`src/rtl/gf_power_sbox_iter_if.sv`:
```
// Operand/result handshake bundle for the iterative GF(2^N) power S-box.
// The master drives operands and takes results; the slave is the S-box.
interface gf_power_sbox_iter_if #(
    parameter int WIDTH = 6
);
    logic             in_valid;
    logic             in_ready;
    logic [WIDTH-1:0] in_x;
    logic [WIDTH-1:0] in_exp;
    logic             out_valid;
    logic             out_ready;
    logic [WIDTH-1:0] out_y;
    logic             busy;

    modport master (
        output in_valid, in_x, in_exp, out_ready,
        input  in_ready, out_valid, out_y, busy
    );

    modport slave (
        input  in_valid, in_x, in_exp, out_ready,
        output in_ready, out_valid, out_y, busy
    );
endinterface

```
`src/rtl/gf_power_sbox_iter.sv`:
```
// Iterative power-map S-box y = x^e over GF(2^WIDTH), MSB-first square-and-multiply.
// One exponent bit per cycle through a single shared multiplier; timing never depends on data.
module gf_power_sbox_iter #(
    parameter int               WIDTH = 6,
    parameter logic [WIDTH:0]   POLY  = 7'b1000011
) (
    input  logic                 clk,
    input  logic                 rst_n,
    gf_power_sbox_iter_if.slave  sif
);

    localparam int CNT_W = (WIDTH > 2) ? $clog2(WIDTH) : 1;
    localparam logic [WIDTH-1:0] RED = POLY[WIDTH-1:0];

    typedef enum logic [1:0] {
        S_IDLE = 2'd0,
        S_RUN  = 2'd1,
        S_DONE = 2'd2
    } state_t;

    // Multiply by the field generator alpha: shift up and fold the overflow bit back via POLY.
    function automatic logic [WIDTH-1:0] gf_xtime(input logic [WIDTH-1:0] a);
        logic [WIDTH-1:0] r;
        r = {a[WIDTH-2:0], 1'b0};
        if (a[WIDTH-1]) begin
            r = r ^ RED;
        end
        return r;
    endfunction

    function automatic logic [WIDTH-1:0] gf_mul(input logic [WIDTH-1:0] a,
                                                 input logic [WIDTH-1:0] b);
        logic [WIDTH-1:0] p;
        logic [WIDTH-1:0] t;
        p = '0;
        t = a;
        for (int i = 0; i < WIDTH; i++) begin
            if (b[i]) begin
                p = p ^ t;
            end
            t = gf_xtime(t);
        end
        return p;
    endfunction

    state_t           r_state;
    logic [WIDTH-1:0] r_x;
    logic [WIDTH-1:0] r_e;
    logic [WIDTH-1:0] r_acc;
    logic [CNT_W-1:0] r_cnt;
    logic [WIDTH-1:0] r_out_y;
    logic             r_out_valid;
    logic             r_busy;

    logic             w_in_ready;
    logic             w_accept;
    logic [WIDTH-1:0] w_sq;
    logic [WIDTH-1:0] w_sqx;
    logic [WIDTH-1:0] w_next;

    // Both multiplies are always evaluated so the bit value only steers a mux.
    assign w_sq   = gf_mul(r_acc, r_acc);
    assign w_sqx  = gf_mul(w_sq, r_x);
    assign w_next = r_e[r_cnt] ? w_sqx : w_sq;

    assign w_in_ready = rst_n && ((r_state == S_IDLE) ||
                                  ((r_state == S_DONE) && sif.out_ready));
    assign w_accept   = sif.in_valid && w_in_ready;

    assign sif.in_ready  = w_in_ready;
    assign sif.out_valid = r_out_valid;
    assign sif.out_y     = r_out_y;
    assign sif.busy      = r_busy;

    always_ff @(posedge clk) begin
        if (!rst_n) begin
            r_state     <= S_IDLE;
            r_out_valid <= 1'b0;
            r_busy      <= 1'b0;
            r_out_y     <= '0;
            r_acc       <= WIDTH'(1);
        end else begin
            case (r_state)
                S_IDLE: begin
                    if (w_accept) begin
                        r_x     <= sif.in_x;
                        r_e     <= sif.in_exp;
                        r_acc   <= WIDTH'(1);
                        r_cnt   <= CNT_W'(WIDTH - 1);
                        r_busy  <= 1'b1;
                        r_state <= S_RUN;
                    end
                end
                S_RUN: begin
                    r_acc <= w_next;
                    r_cnt <= r_cnt - CNT_W'(1);
                    if (r_cnt == '0) begin
                        r_out_y     <= w_next;
                        r_out_valid <= 1'b1;
                        r_busy      <= 1'b0;
                        r_state     <= S_DONE;
                    end
                end
                S_DONE: begin
                    if (sif.out_ready) begin
                        r_out_valid <= 1'b0;
                        if (sif.in_valid) begin
                            r_x     <= sif.in_x;
                            r_e     <= sif.in_exp;
                            r_acc   <= WIDTH'(1);
                            r_cnt   <= CNT_W'(WIDTH - 1);
                            r_busy  <= 1'b1;
                            r_state <= S_RUN;
                        end else begin
                            r_state <= S_IDLE;
                        end
                    end
                end
                default: begin
                    r_state     <= S_IDLE;
                    r_out_valid <= 1'b0;
                    r_busy      <= 1'b0;
                end
            endcase
        end
    end

endmodule

```
`src/flat_wrapper.sv`:
```
// flat-port wrapper written by rule: the top's interface ports become plain ports
module gf_power_sbox_iter_flat 
#(
    parameter int               WIDTH = 6,
    parameter logic [WIDTH:0]   POLY  = 7'b1000011
)
  (clk, rst_n, sif_in_valid, sif_in_x, sif_in_exp, sif_out_ready, sif_in_ready, sif_out_valid, sif_out_y, sif_busy);
  gf_power_sbox_iter_if #(.WIDTH(WIDTH)) sif_i ();
  input  logic clk;
  input  logic rst_n;
  input wire logic [$bits(sif_i.in_valid)-1:0] sif_in_valid;
  input wire logic [$bits(sif_i.in_x)-1:0] sif_in_x;
  input wire logic [$bits(sif_i.in_exp)-1:0] sif_in_exp;
  input wire logic [$bits(sif_i.out_ready)-1:0] sif_out_ready;
  output wire logic [$bits(sif_i.in_ready)-1:0] sif_in_ready;
  output wire logic [$bits(sif_i.out_valid)-1:0] sif_out_valid;
  output wire logic [$bits(sif_i.out_y)-1:0] sif_out_y;
  output wire logic [$bits(sif_i.busy)-1:0] sif_busy;
  assign sif_i.in_valid = sif_in_valid;
  assign sif_i.in_x = sif_in_x;
  assign sif_i.in_exp = sif_in_exp;
  assign sif_i.out_ready = sif_out_ready;
  assign sif_in_ready = sif_i.in_ready;
  assign sif_out_valid = sif_i.out_valid;
  assign sif_out_y = sif_i.out_y;
  assign sif_busy = sif_i.busy;
  gf_power_sbox_iter #(.WIDTH(WIDTH), .POLY(POLY)) u_core (.clk(clk), .rst_n(rst_n), .sif(sif_i));
endmodule
```
`config.mk`:
```
export PLATFORM = sky130hd
export DESIGN_NAME = gf_power_sbox_iter_flat
export DESIGN_NICKNAME = d
export VERILOG_FILES = /design/src/rtl/gf_power_sbox_iter_if.sv /design/src/rtl/gf_power_sbox_iter.sv /design/src/flat_wrapper.sv
export SDC_FILE = /design/constraint.sdc
export NUM_CORES = 1
export LEC_CHECK = 0
export CORE_MARGIN = 2
export CORE_UTILIZATION = 45
export DETAILED_ROUTE_END_ITERATION = 10
export PLACE_DENSITY = 0.66
export SYNTH_ARGS = -nofsm -noshare
export SYNTH_HDL_FRONTEND = slang
export SYNTH_SLANG_ARGS = --single-unit
```
`constraint.sdc`:
```
create_clock -name clk -period 7.7 [get_ports clk]
set_clock_uncertainty 0.1 [all_clocks]
set_input_delay 1.54 -clock clk [delete_from_list [all_inputs] [get_ports clk]]
set_output_delay 1.54 -clock clk [all_outputs]
set_load 0.02 [all_outputs]
```
## Word level (Yosys, flattened, before mapping)

Index checks and enable logic that the tools add are counted.

- Eq/ne operators: 6
- Order comparisons: 1
- Muxes and demuxes: 54
- Bitwise gates (word level): 21
- Add/subtract/negate cells: 1
- Reductions and logical operators: 15

Operator list:

| cell | number |
|---|---|
| two-way mux 6 bit | 22 |
| XOR 6 bit | 10 |
| two-way mux 2 bit | 13 |
| one-hot mux 6 bit (2 select lines) | 2 |
| NOT 2 bit | 10 |
| one-hot mux 6 bit (3 select lines) | 1 |
| AND reduction 5 bit | 2 |
| two-way mux 3 bit | 3 |
| one-hot mux 3 bit (3 select lines) | 1 |
| two-way mux 1 bit | 8 |
| AND reduction 4 bit | 2 |
| one-hot mux 1 bit (3 select lines) | 2 |
| one-hot mux 2 bit (3 select lines) | 1 |
| AND reduction 3 bit | 2 |
| < comparator 3 x 4 -> 1 bit (second input constant) | 1 |
| inequality test 2 x 1 -> 1 bit (second input constant) | 2 |
| inequality test 2 bit (second input constant) | 2 |
| binary-select mux 1 bit (select 3 bit) | 1 |
| logical AND 1 bit | 3 |
| logical NOT 3 bit | 1 |
| nonzero test 3 bit | 1 |
| subtractor 3 x 1 -> 3 bit (second input constant) | 1 |
| equality test 2 x 1 -> 1 bit (second input constant) | 1 |
| equality test 2 bit (second input constant) | 1 |
| 5 further kinds | 5 |

- Logic and storage cells: 106
- Register bits after elaboration: 31
- Input port bits: 16
- Output and inout port bits: 9

## Depth between registers and ports, before layout

Gate-level depths: netlist (run 1).

- Depth in word-level cells: 26
- Gate-level depth with buffers: 11
- Mapped depth without buffers: 9

## Worst setup path after synthesis (run 1)

OpenSTA, ideal clock, no wires.

- Path kind: in2out
- From: input port rst_n
- To: output port sif_in_ready
- Required time: 6.060 ns
- Stages on the path: 2
- Path buffers: 0
- Data arrival time: 1.918 ns
- Path slack: 4.142 ns
- Path through: o21ai_0 nor2_1

- Cells in the longest elaborated chain, start to end: 1

Ends and longest elaborated chain:

| element | RTL line | RTL |
|---|---|---|
| start: declaration | flat_wrapper.sv:10 | `input logic rst_n;` |
| logical AND 1 bit | gf_power_sbox_iter.sv:66 | `assign w_in_ready = rst_n && ((r_state == S_IDLE) \|\|` |
| end: declaration | flat_wrapper.sv:15 | `output wire logic [$bits(sif_i.in_ready)-1:0] sif_in_ready;` |

No other way between the ends.

## Final worst setup path (run 1)

Same ends and word-level chain as after synthesis.

==> metrics, run 1 <==
status=completed; Distinct cells, synth=50; Max stage delay on crit path=0.76 ns; port bufs=24; via count of the first global-routing pass=1606; Core ar.=4790 um^2; Compound-Gate Fraction of Synth Area=0.153; post-synthesis xor/xnor area fraction=0.174; CTS resizes=0; critical path class=in2out; overflow left after global routing=0; fmax=204 MHz; MaxCap Viol Count=0; IO Pins=25; ys flop type=dfxtp_1; Crit. End Element=output port; crit path cell chain=clkdlybuf4s50_1, o21ai_0, nor2_1, clkdlybuf4s50_1; total power density per cell area=184 nW/um^2; initial cell density of the core=0.471; unrepaired setup endpoints after global routing=no; Yosys top cell area share=0.200; Pins Over Slew Limit=0; synth warn=0; fin area=2590 um^2; placed instance area=2500 um^2; num rows=25; adder-cell share of the synthesized area=0.0167; Placed Cells=325; Synth Instances=248; worst setup path endpoint=sif_in_ready; vias per cell=5.36; #FFs+latches synth=31; Area growth syn-to-layout=14.8%; maximum fanout along the worst path=18; CTS tree=built; wirelength, routed=4510 um; utilization after layout=0.540; via count=1785; Startpoint Class=input pin; largest net degree at the start of global routing=19; Tot GR Track Use=0.181; Post-synth EDFFs=15; # clock sinks=31; antenna violations before repair=0; main combinational cell family by area after synthesis=simple AND/OR/NAND/NOR gates; Synth Area in Simple Gates=0.212; R2R cell count=9; total power=0.476 mW; setup repair bufs after CTS=0; Worst-Skew Late Latency=0.28 ns; final critical-path required period=4.90 ns; worst r2r src=u_core.r_acc[5]; Critical Path AT=3.26 ns; die height=74.8 um; layout cell share with drive strength beyond 1=0.0677; sequential element share of the synthesized area=0.342; final setup fails=0; required time worst endpoint=6.06 ns; DR DRC count=0; Peak VDD IR=0.123 mV; H-Tree Depth=2; Die ar.=5590 um^2; drt initial violations=161; multiplexer share of the synthesized area=0.0566; synth top area cells=edfxtp_1 20%, dfxtp_1 14%, xnor2_1 6.6%, nand2_1 6.2%, xnor3_1 5.0%; Non-Filler Instances=333; Avg Cell Area, Syn=9.09 um^2; crit-path most repeated cell=clkdlybuf4s50_1; Synthesized Nets=267; Worst-Margin Slew=1.07 ns; post-synthesis cell area=2250 um^2; global placement routability congestion=0.837; clock-pin slew on the worst setup and hold paths=0.06 ns; Root Driver=clkbuf_8; drt pass-1 iters=4; post-synthesis async set-or-reset flop share=0; die width=74.8 um; Slew Limit Headroom=0.287; FF-to-FF setup slack=4.39 ns; CTS Buffer Depth=2; Critical path origin=rst_n; reg-to-reg endpoint=u_core.sif.out_y[1]; WL/cell=13.5 um; n_diodes=0; first-pass GRT wire length=7640 um; hpwl dp=3380 um; nets=284; Fin Setup TNS=0 ns; Routed Antenna Nets=0; cell type with the largest total area after synthesis=edfxtp_1; CTS Buf Count=5; number of hold buffers added after cts=0; Worst path slowest cell=clkdlybuf4s50_1; Leak Pwr=0.985 nW; fin crit share=0.637; hold crit path type=reg2reg; hold violation count in the final report=0
==> registers in the layout, indices dropped and copies added, names as in the netlist <==
register              count
u_core.sif.busy           1
u_core.r_cnt              3
u_core.r_x                6
u_core.r_state            2
u_core.sif.out_valid      1
u_core.r_e                6
u_core.r_acc              6
u_core.sif.out_y          6
==> cells in the final DEF (no fill, tap or decap), types with 3 or more instances in the layout <==
cell type,count
nand2_1,37
clkdlybuf4s50_1,24
o21ai_0,21
xnor2_1,17
dfxtp_1,16
edfxtp_1,15
xor2_1,12
nor2_1,11
nand2b_1,9
inv_1,8
a21oi_1,8
nor2b_1,8
and2_1,7
mux2i_1,6
o221ai_1,5
xnor3_1,5
clkbuf_8,5
nand3_1,4
nand4_1,4
o211ai_1,4
ha_1,3
==> worst max-delay path: cells and delay by family <==
| family | cells | cell delay, ns |
|---|---|---|
| and+or+nand+nor | 1 | 0.14 |
| AOI/OAI and AO/OA | 1 | 0.21 |
| buffers and inverters | 2 | 1.37 |
==> per-layer routing <==
metal / global-route usage / vias to the layer above / part of all wire
met5: 0 / - / 0
met4: 0.0933 / 0 / 0.024
met3: 0.0348 / 10 / 0.031
met2: 0.286 / 36 / 0.46
met1: 0.238 / 838 / 0.48
li1: - / 901 / -
==> how the worst min path moves through the flow <==
stage,startpoint,end,slack (ns),cells past startpoint
finish,u_core.sif.out_y[5],u_core.sif.out_y[5],0.37,2
global route,u_core.sif.out_y[5],u_core.sif.out_y[5],0.39,2
CTS,u_core.sif.out_y[5],u_core.sif.out_y[5],0.37,2
detailed placement,u_core.sif.out_y[5],u_core.sif.out_y[5],0.36,2
global placement,u_core.sif.out_y[5],u_core.sif.out_y[5],0.36,2
floorplan,u_core.r_state[1],u_core.r_state[1],0.40,2
==> report_power, final <==
group          switching [mW]  internal, mW
sequential             0.0143         0.182
clock                  0.0573        0.0619
combinational          0.0804        0.0806
total                   0.152         0.324
==> cell families (layout without fill, tap and decap cells) <==
logic type,Yosys count,in the layout
simple gates,93,93
compound gates,54,54
xor+xnor,35,35
flops,31,31
buf+inv,22,40
mux,10,10
fa+ha+maj,3,3
==> synthesized netlist by cell type, types with 3 or more instances <==
master / instances
nand3_1: 4
mux2i_1: 6
nand4_1: 4
nand2_1: 37
inv_1: 8
o21ai_0: 21
o211ai_1: 4
xor2_1: 12
xnor3_1: 5
o221ai_1: 5
xnor2_1: 17
buf_2: 4
edfxtp_1: 15
clkbuf_1: 8
nor2_1: 11
and2_1: 7
ha_1: 3
a21oi_1: 8
dfxtp_1: 16
nor2b_1: 8
nand2b_1: 9
==> through the flow <==
step	hold WS [ns]	setup WS (ns)
floorplan	0.397	4.14
CTS	0.370	2.80
global route	0.395	2.65
detailed placement	0.355	2.81
global placement	0.355	2.80
finish	0.366	2.80
==> area by class of cell <==
cell class                 instances  area (um^2)
fill                             430         2200
multi-input combinational        195         1380
sequential                        31          771
timing repair buffer              24          240
tap                               67         83.8
clock buffer                       6         72.6
inverter                           8         30.0
clock inverter                     2         8.76
Note: power is estimated with default switching activity, not from simulation.
==> inputs of run 2 (changes only) <==
--- a/config.mk
+++ b/config.mk
@@ -8,7 +8,7 @@
 export CORE_MARGIN = 2
 export CORE_UTILIZATION = 45
 export DETAILED_ROUTE_END_ITERATION = 10
-export PLACE_DENSITY = 0.66
+export PLACE_DENSITY = 0.69
 export SYNTH_ARGS = -nofsm -noshare
 export SYNTH_HDL_FRONTEND = slang
 export SYNTH_SLANG_ARGS = --single-unit
==> constraint.sdc (replaced) <==
create_clock -name clk -period 4.3 [get_ports clk]
set_clock_uncertainty 0.1 [all_clocks]
set_input_delay 0.86 -clock clk [delete_from_list [all_inputs] [get_ports clk]]
set_output_delay 0.86 -clock clk [all_outputs]
set_load 0.02 [all_outputs]
==> run 2 against run 1 <==
Effect of this change: register-to-register slack worse by 3.4 ns; setup slack worse by 1.8 ns; flip-flop and latch count stayed put; non-clock buffer count is 2 higher; sequential power is 79% higher; cell count is 0.60% higher; combinational power is 81% higher; largest power group unchanged.
==> metrics, run 2 (same netlist as run 1, synthesis figures left out) <==
fin crit share=0.771; die height=74.8 um (unchanged); P_sw=0.278 mW (was 0.152 mW); die width=74.8 um (unchanged); number of hold buffers added after cts=0 (unchanged); most frequent cells in the layout=37 x nand2_1, 24 x clkdlybuf4s50_1, 21 x o21ai_0, 17 x xnor2_1, 16 x dfxtp_1 (unchanged); status=completed (unchanged); fmax=302 MHz; CTS tree=built (unchanged); unrepaired setup endpoints after global routing=no (unchanged); CTS resizes=0 (unchanged); placed instance area=2520 um^2 (was 2500 um^2); Slew Limit Headroom=0.623 (was 0.287); largest net degree at the start of global routing=19 (unchanged); WL/cell=14.0 um (was 13.5 um); Crit. End Element=output port (unchanged); hold violation count in the final report=0 (unchanged); clock share of power=0.345 (was 0.250); Final Hold Slack=0.355 ns (was 0.366 ns); initial cell density of the core=0.471 (unchanged); antenna violations before repair=0 (unchanged); CTS Buf Count=5 (unchanged); Die ar.=5590 um^2 (unchanged); Worst-Margin Slew=0.564 ns (was 1.07 ns); global placement routability congestion=0.875 (was 0.837); num rows=25 (unchanged); FF-to-FF setup slack=1.03 ns (was 4.39 ns); DR DRC count=0 (unchanged); hpwl dp=3460 um (was 3380 um); most common cell after layout, fill and taps aside=nand2_1 (unchanged); clock-pin slew on the worst setup and hold paths=0.06 ns (about the same); pre-CTS WS=0.982 ns (was 2.81 ns); Leak Pwr=1.02 nW (was 0.985 nW); vias per cell=5.34 (was 5.36); Tot GR Track Use=0.184 (was 0.181); critical path class=in2out (unchanged); combinational power share=0.296 (was 0.338); required time worst endpoint=3.34 ns (was 6.06 ns); MaxCap Viol Count=0 (unchanged); Fin Setup TNS=0 ns (unchanged); Area growth syn-to-layout=17.7% (was 14.8%); fin area=2650 um^2 (was 2590 um^2); Worst-Skew Late Latency=0.28 ns (about the same); total power=0.980 mW (was 0.476 mW); n_diodes=0 (unchanged); fillers=430 (unchanged); wirelength, routed=4700 um (was 4510 um); port bufs=24 (unchanged); drt initial violations=88 (was 161); IO Pins=25 (unchanged); via count of the first global-routing pass=1682 (was 1606); nets=286 (was 284); setup repair bufs after CTS=0 (unchanged); Critical Path AT=2.36 ns (was 3.26 ns); via count=1788 (was 1785); # clock sinks=31 (unchanged); sequential power share=0.358 (was 0.412); final setup margin=0.984 ns (was 2.80 ns); Min-Delay Path Depth=2 (unchanged); R2R cell count=9 (unchanged); overflow left after global routing=0 (unchanged); layout cell share with drive strength beyond 1=0.0784 (was 0.0677); Sw Share=0.283 (was 0.319); total power density per cell area=370 nW/um^2 (was 184 nW/um^2); Peak VDD IR=0.217 mV (was 0.123 mV); Root Driver=clkbuf_8 (unchanged); hold crit path type=reg2reg (unchanged); Core ar.=4790 um^2 (unchanged); final setup fails=0 (unchanged); Placed Cells=327 (was 325); first-pass GRT wire length=7790 um (was 7640 um); worst r2r src=u_core.r_acc[5] (unchanged); drt pass-1 iters=4 (unchanged); maximum fanout along the worst path=18 (unchanged); worst setup path endpoint=sif_in_ready (unchanged); Pint=0.702 mW (was 0.324 mW); Non-Filler Instances=335 (was 333); Startpoint Class=input pin (unchanged); CTS Buffer Depth=2 (unchanged); reg-to-reg endpoint=u_core.sif.out_y[3] (was u_core.sif.out_y[1]); final critical-path required period=3.32 ns; Critical path origin=rst_n (unchanged); Pins Over Slew Limit=0 (unchanged); utilization after layout=0.554 (was 0.540); H-Tree Depth=2 (unchanged); Routed Antenna Nets=0 (unchanged)
## run 2: cell types whose count changed in the layout (fill, tap and decap cells not counted)
cell | previous run | this run
buf_4 | 0 | 2
bufinv_16 | 0 | 2
clkinv_2 | 1 | 0
clkinv_1 | 1 | 0
## run 2: power by group through the flow
| stage | sequential (mW) | combinational [mW] | clock, mW |
|---|---|---|---|
| 2_1_floorplan | 0.340 | 0.241 | 0 |
| 3_3_place_gp | 0.357 | 0.285 | 0 |
| 3_5_place_dp | 0.357 | 0.290 | 0 |
| 4_1_cts | 0.351 | 0.292 | 0.345 |
| 5_1_grt | 0.354 | 0.319 | 0.356 |
| 6_report | 0.351 | 0.291 | 0.339 |
## run 2: final cells by class
type / count / area (um^2) / area share
Tap cell: 67 / 83.8 / 0.0316
Sequential cell: 31 / 771 / 0.291
Clock buffer: 6 / 72.6 / 0.0274
Inverter: 8 / 30.0 / 0.0113
Timing Repair Buffer: 26 / 255 / 0.0962
Clock inverter: 2 / 60.1 / 0.0226
Multi-Input combinational cell: 195 / 1380 / 0.520
## run 2: worst min-delay path by stage
stage,from,endpoint
2_1_floorplan,u_core.r_state[1],u_core.r_state[1]
3_3_place_gp,u_core.sif.out_y[5],u_core.sif.out_y[5]
3_5_place_dp,u_core.sif.out_y[5],u_core.sif.out_y[5]
4_1_cts,u_core.sif.out_y[5],u_core.sif.out_y[5]
5_1_grt,u_core.sif.out_y[5],u_core.sif.out_y[5]
6_report,u_core.sif.out_y[5],u_core.sif.out_y[5]
## run 2: critical path: stages
cell and delay, ns:
clkdlybuf4s50_1 0.45, buf_4 0.19, o21ai_0 0.13, nor2_1 0.11, clkdlybuf4s50_1 0.61
## run 2: metal layers
layer | track usage | up-vias | wire [um]
met5 | 0 | - | 0
met4 | 0.0714 | 0 | 65
met3 | 0.0335 | 6 | 145
met2 | 0.312 | 28 | 2290
met1 | 0.234 | 855 | 2190
li1 | - | 899 | -
==> inputs of run 3 (changes only) <==
==> constraint.sdc (replaced) <==
create_clock -name clk -period 3 [get_ports clk]
set_clock_uncertainty 0.1 [all_clocks]
set_input_delay 0.6 -clock clk [delete_from_list [all_inputs] [get_ports clk]]
set_output_delay 0.6 -clock clk [all_outputs]
set_load 0.02 [all_outputs]
==> run 3 against run 2 <==
Effect of this change: routed wire length up 2.1%; critical endpoint is now u_core.sif.out_y[1]; sequential power up 41%; clock power up 26%; final area up 1.7%; global-route usage up 0.44 points; setup slack worse by 0.84 ns; register-to-register slack worse by 0.88 ns; flip-flop and latch count unchanged; die area unchanged; cell count up 2.1%; first-iteration DRC count down 9.1%; count of clock-buffer cells in the layout unchanged.
==> metrics, run 3 (same netlist as run 1, synthesis figures left out) <==
overflow left after global routing=0 (unchanged); worst r2r src=u_core.r_acc[0] (was u_core.r_acc[5]); WL/cell=14.0 um (about the same); final setup fails=0 (unchanged); crit path cell chain=ha_1, xor3_2, and3_4, or2_4, a22o_1, o21ai_2, xor2_1, xor2_1, o211ai_1 (was clkdlybuf4s50_1, buf_4, o21ai_0, nor2_1, clkdlybuf4s50_1); first-pass GRT wire length=8010 um (was 7790 um); fmax=351 MHz; CTS Buffer Depth=2 (unchanged); hpwl dp=3500 um (was 3460 um); Crit. End Element=flop (was output port); reg-to-reg endpoint=u_core.sif.out_y[1] (was u_core.sif.out_y[3]); WHS Endpoint=u_core.sif.out_y[5] (unchanged); Leak Pwr=1.06 nW (was 1.02 nW); placed instance area=2570 um^2 (was 2520 um^2); Fin Setup TNS=0 ns (unchanged); Routed Antenna Nets=0 (unchanged); hold violation count in the final report=0 (unchanged); delay-heaviest family, CP=XOR/XNOR gates (was buffers and inverters); H-Tree Depth=2 (unchanged); FF-to-FF setup slack=0.15 ns (was 1.03 ns); via count of the first global-routing pass=1720 (was 1682); Buf+Inv Stages, Crit Path=0 (was 3); Startpoint Class=flop (was input pin); Core ar.=4790 um^2 (unchanged); most common cell after layout, fill and taps aside=nand2_1 (unchanged); via count=1804 (was 1788); crit-path most repeated cell=xor2_1 (was clkdlybuf4s50_1); drt initial violations=80 (was 88); required time worst endpoint=3.06 ns (was 3.34 ns); Area growth syn-to-layout=19.7% (was 17.7%); Worst Hold Launch=u_core.sif.out_y[5] (unchanged); fin area=2700 um^2 (was 2650 um^2); Root Driver=clkbuf_8 (unchanged); maximum fanout along the worst path=9 (was 18); number of hold buffers added after cts=0 (unchanged); drt pass-1 iters=4 (unchanged); global placement routability congestion=0.841 (was 0.875); Pins Over Slew Limit=0 (unchanged); status=completed (unchanged); Worst-Margin Slew=0.559 ns (was 0.564 ns); critical path class=reg2reg (was in2out); final critical-path required period=2.85 ns; Worst-Skew Late Latency=0.28 ns (about the same); antenna violations before repair=0 (unchanged); Die ar.=5590 um^2 (unchanged); Worst path slowest cell=ha_1 (was clkdlybuf4s50_1); num rows=25 (unchanged); final setup margin=0.148 ns (was 0.984 ns); Critical Path AT=2.91 ns (was 2.36 ns); largest net degree at the start of global routing=18 (was 19); Min-Delay Path Depth=2 (unchanged); clock-pin slew on the worst setup and hold paths=0.07 ns (was 0.06 ns); DR DRC count=0 (unchanged); n_diodes=0 (unchanged); unrepaired setup endpoints after global routing=no (unchanged); # clock sinks=31 (unchanged); port bufs=24 (unchanged); CTS Buf Count=5 (unchanged); MaxCap Viol Count=0 (unchanged); R2R cell count=9 (unchanged); Tot GR Track Use=0.188 (was 0.184); total power density per cell area=507 nW/um^2 (was 370 nW/um^2); vias per cell=5.27 (was 5.34); fin crit share=0.951; initial cell density of the core=0.471 (unchanged); CTS tree=built (unchanged); die height=74.8 um (unchanged); Max stage delay on crit path=0.45 ns (was 0.61 ns); die width=74.8 um (unchanged); Slew Limit Headroom=0.627 (was 0.623); wirelength, routed=4800 um (was 4700 um); hold crit path type=reg2reg (unchanged); most frequent cells in the layout=37 x nand2_1, 24 x clkdlybuf4s50_1, 21 x o21ai_0, 17 x xnor2_1, 16 x dfxtp_1 (unchanged); layout cell share with drive strength beyond 1=0.109 (was 0.0784); nets=293 (was 286); IO Pins=25 (unchanged); Peak VDD IR=0.381 mV (was 0.217 mV); pre-CTS WS=0.116 ns (was 0.982 ns)
## run 3: worst max path at each step
stage / slack (ns) / depth (start not counted) / to / startpoint
global route: 0.01 / 9 / u_core.sif.out_y[5] / u_core.r_acc[0]
global placement: 0.14 / 9 / u_core.sif.out_y[1] / u_core.r_acc[0]
CTS: 0.09 / 9 / u_core.sif.out_y[1] / u_core.r_acc[0]
finish: 0.15 / 9 / u_core.sif.out_y[1] / u_core.r_acc[0]
floorplan: 0.32 / 10 / u_core.sif.out_y[1] / u_core.r_acc[0]
detailed placement: 0.12 / 9 / u_core.sif.out_y[1] / u_core.r_acc[0]
## run 3: final cells by class
cell class | instances | area, um^2
sequential | 31 | 771
tap | 67 | 83.8
clock inverter | 2 | 35.0
inverter | 8 | 30.0
clock buffer | 6 | 82.6
timing repair buffer | 33 | 308
fill | 442 | 2090
multi-input combinational | 195 | 1390
## run 3: where the power goes
group / leakage, nW / internal, mW / switching, mW / total [mW]
sequential: 0.267 / 0.466 / 0.0279 / 0.494
combinational: 0.727 / 0.226 / 0.220 / 0.447
clock: 0.0612 / 0.269 / 0.157 / 0.426
## run 3: timing repair
item	CTS	global route
setup endpoints to repair	0	8
setup buffers	0	0
gates resized for setup	0	2
## run 3: tightest hold or removal path: cells and delay by family, from the launching register on
family	cells	cell delay, ns
simple gates	1	0.05
compound gates	1	0.05
flops	1	0.31
## run 3: per-layer routing
metal  global-route usage  vias to the layer above  routed length (um)  share of wire
li1                     -                      917                   -              -
met1                0.250                      844                2220           0.46
met2                0.312                       37                2330           0.49
met3               0.0335                        6                 186          0.039
met4               0.0655                        0                  65          0.014
met5                    0                        -                   0              0
## run 3: metrics by stage
stage                     power (mW)  cells  hold WS, ns   util
final                           1.37    342        0.359  0.564
after CTS                       1.37    342        0.365  0.562
after floorplan                0.833    248        0.397      -
after global placement         0.938    334        0.346  0.538
after global routing            1.44    342        0.407  0.564
after detailed placement       0.941    334        0.352  0.538
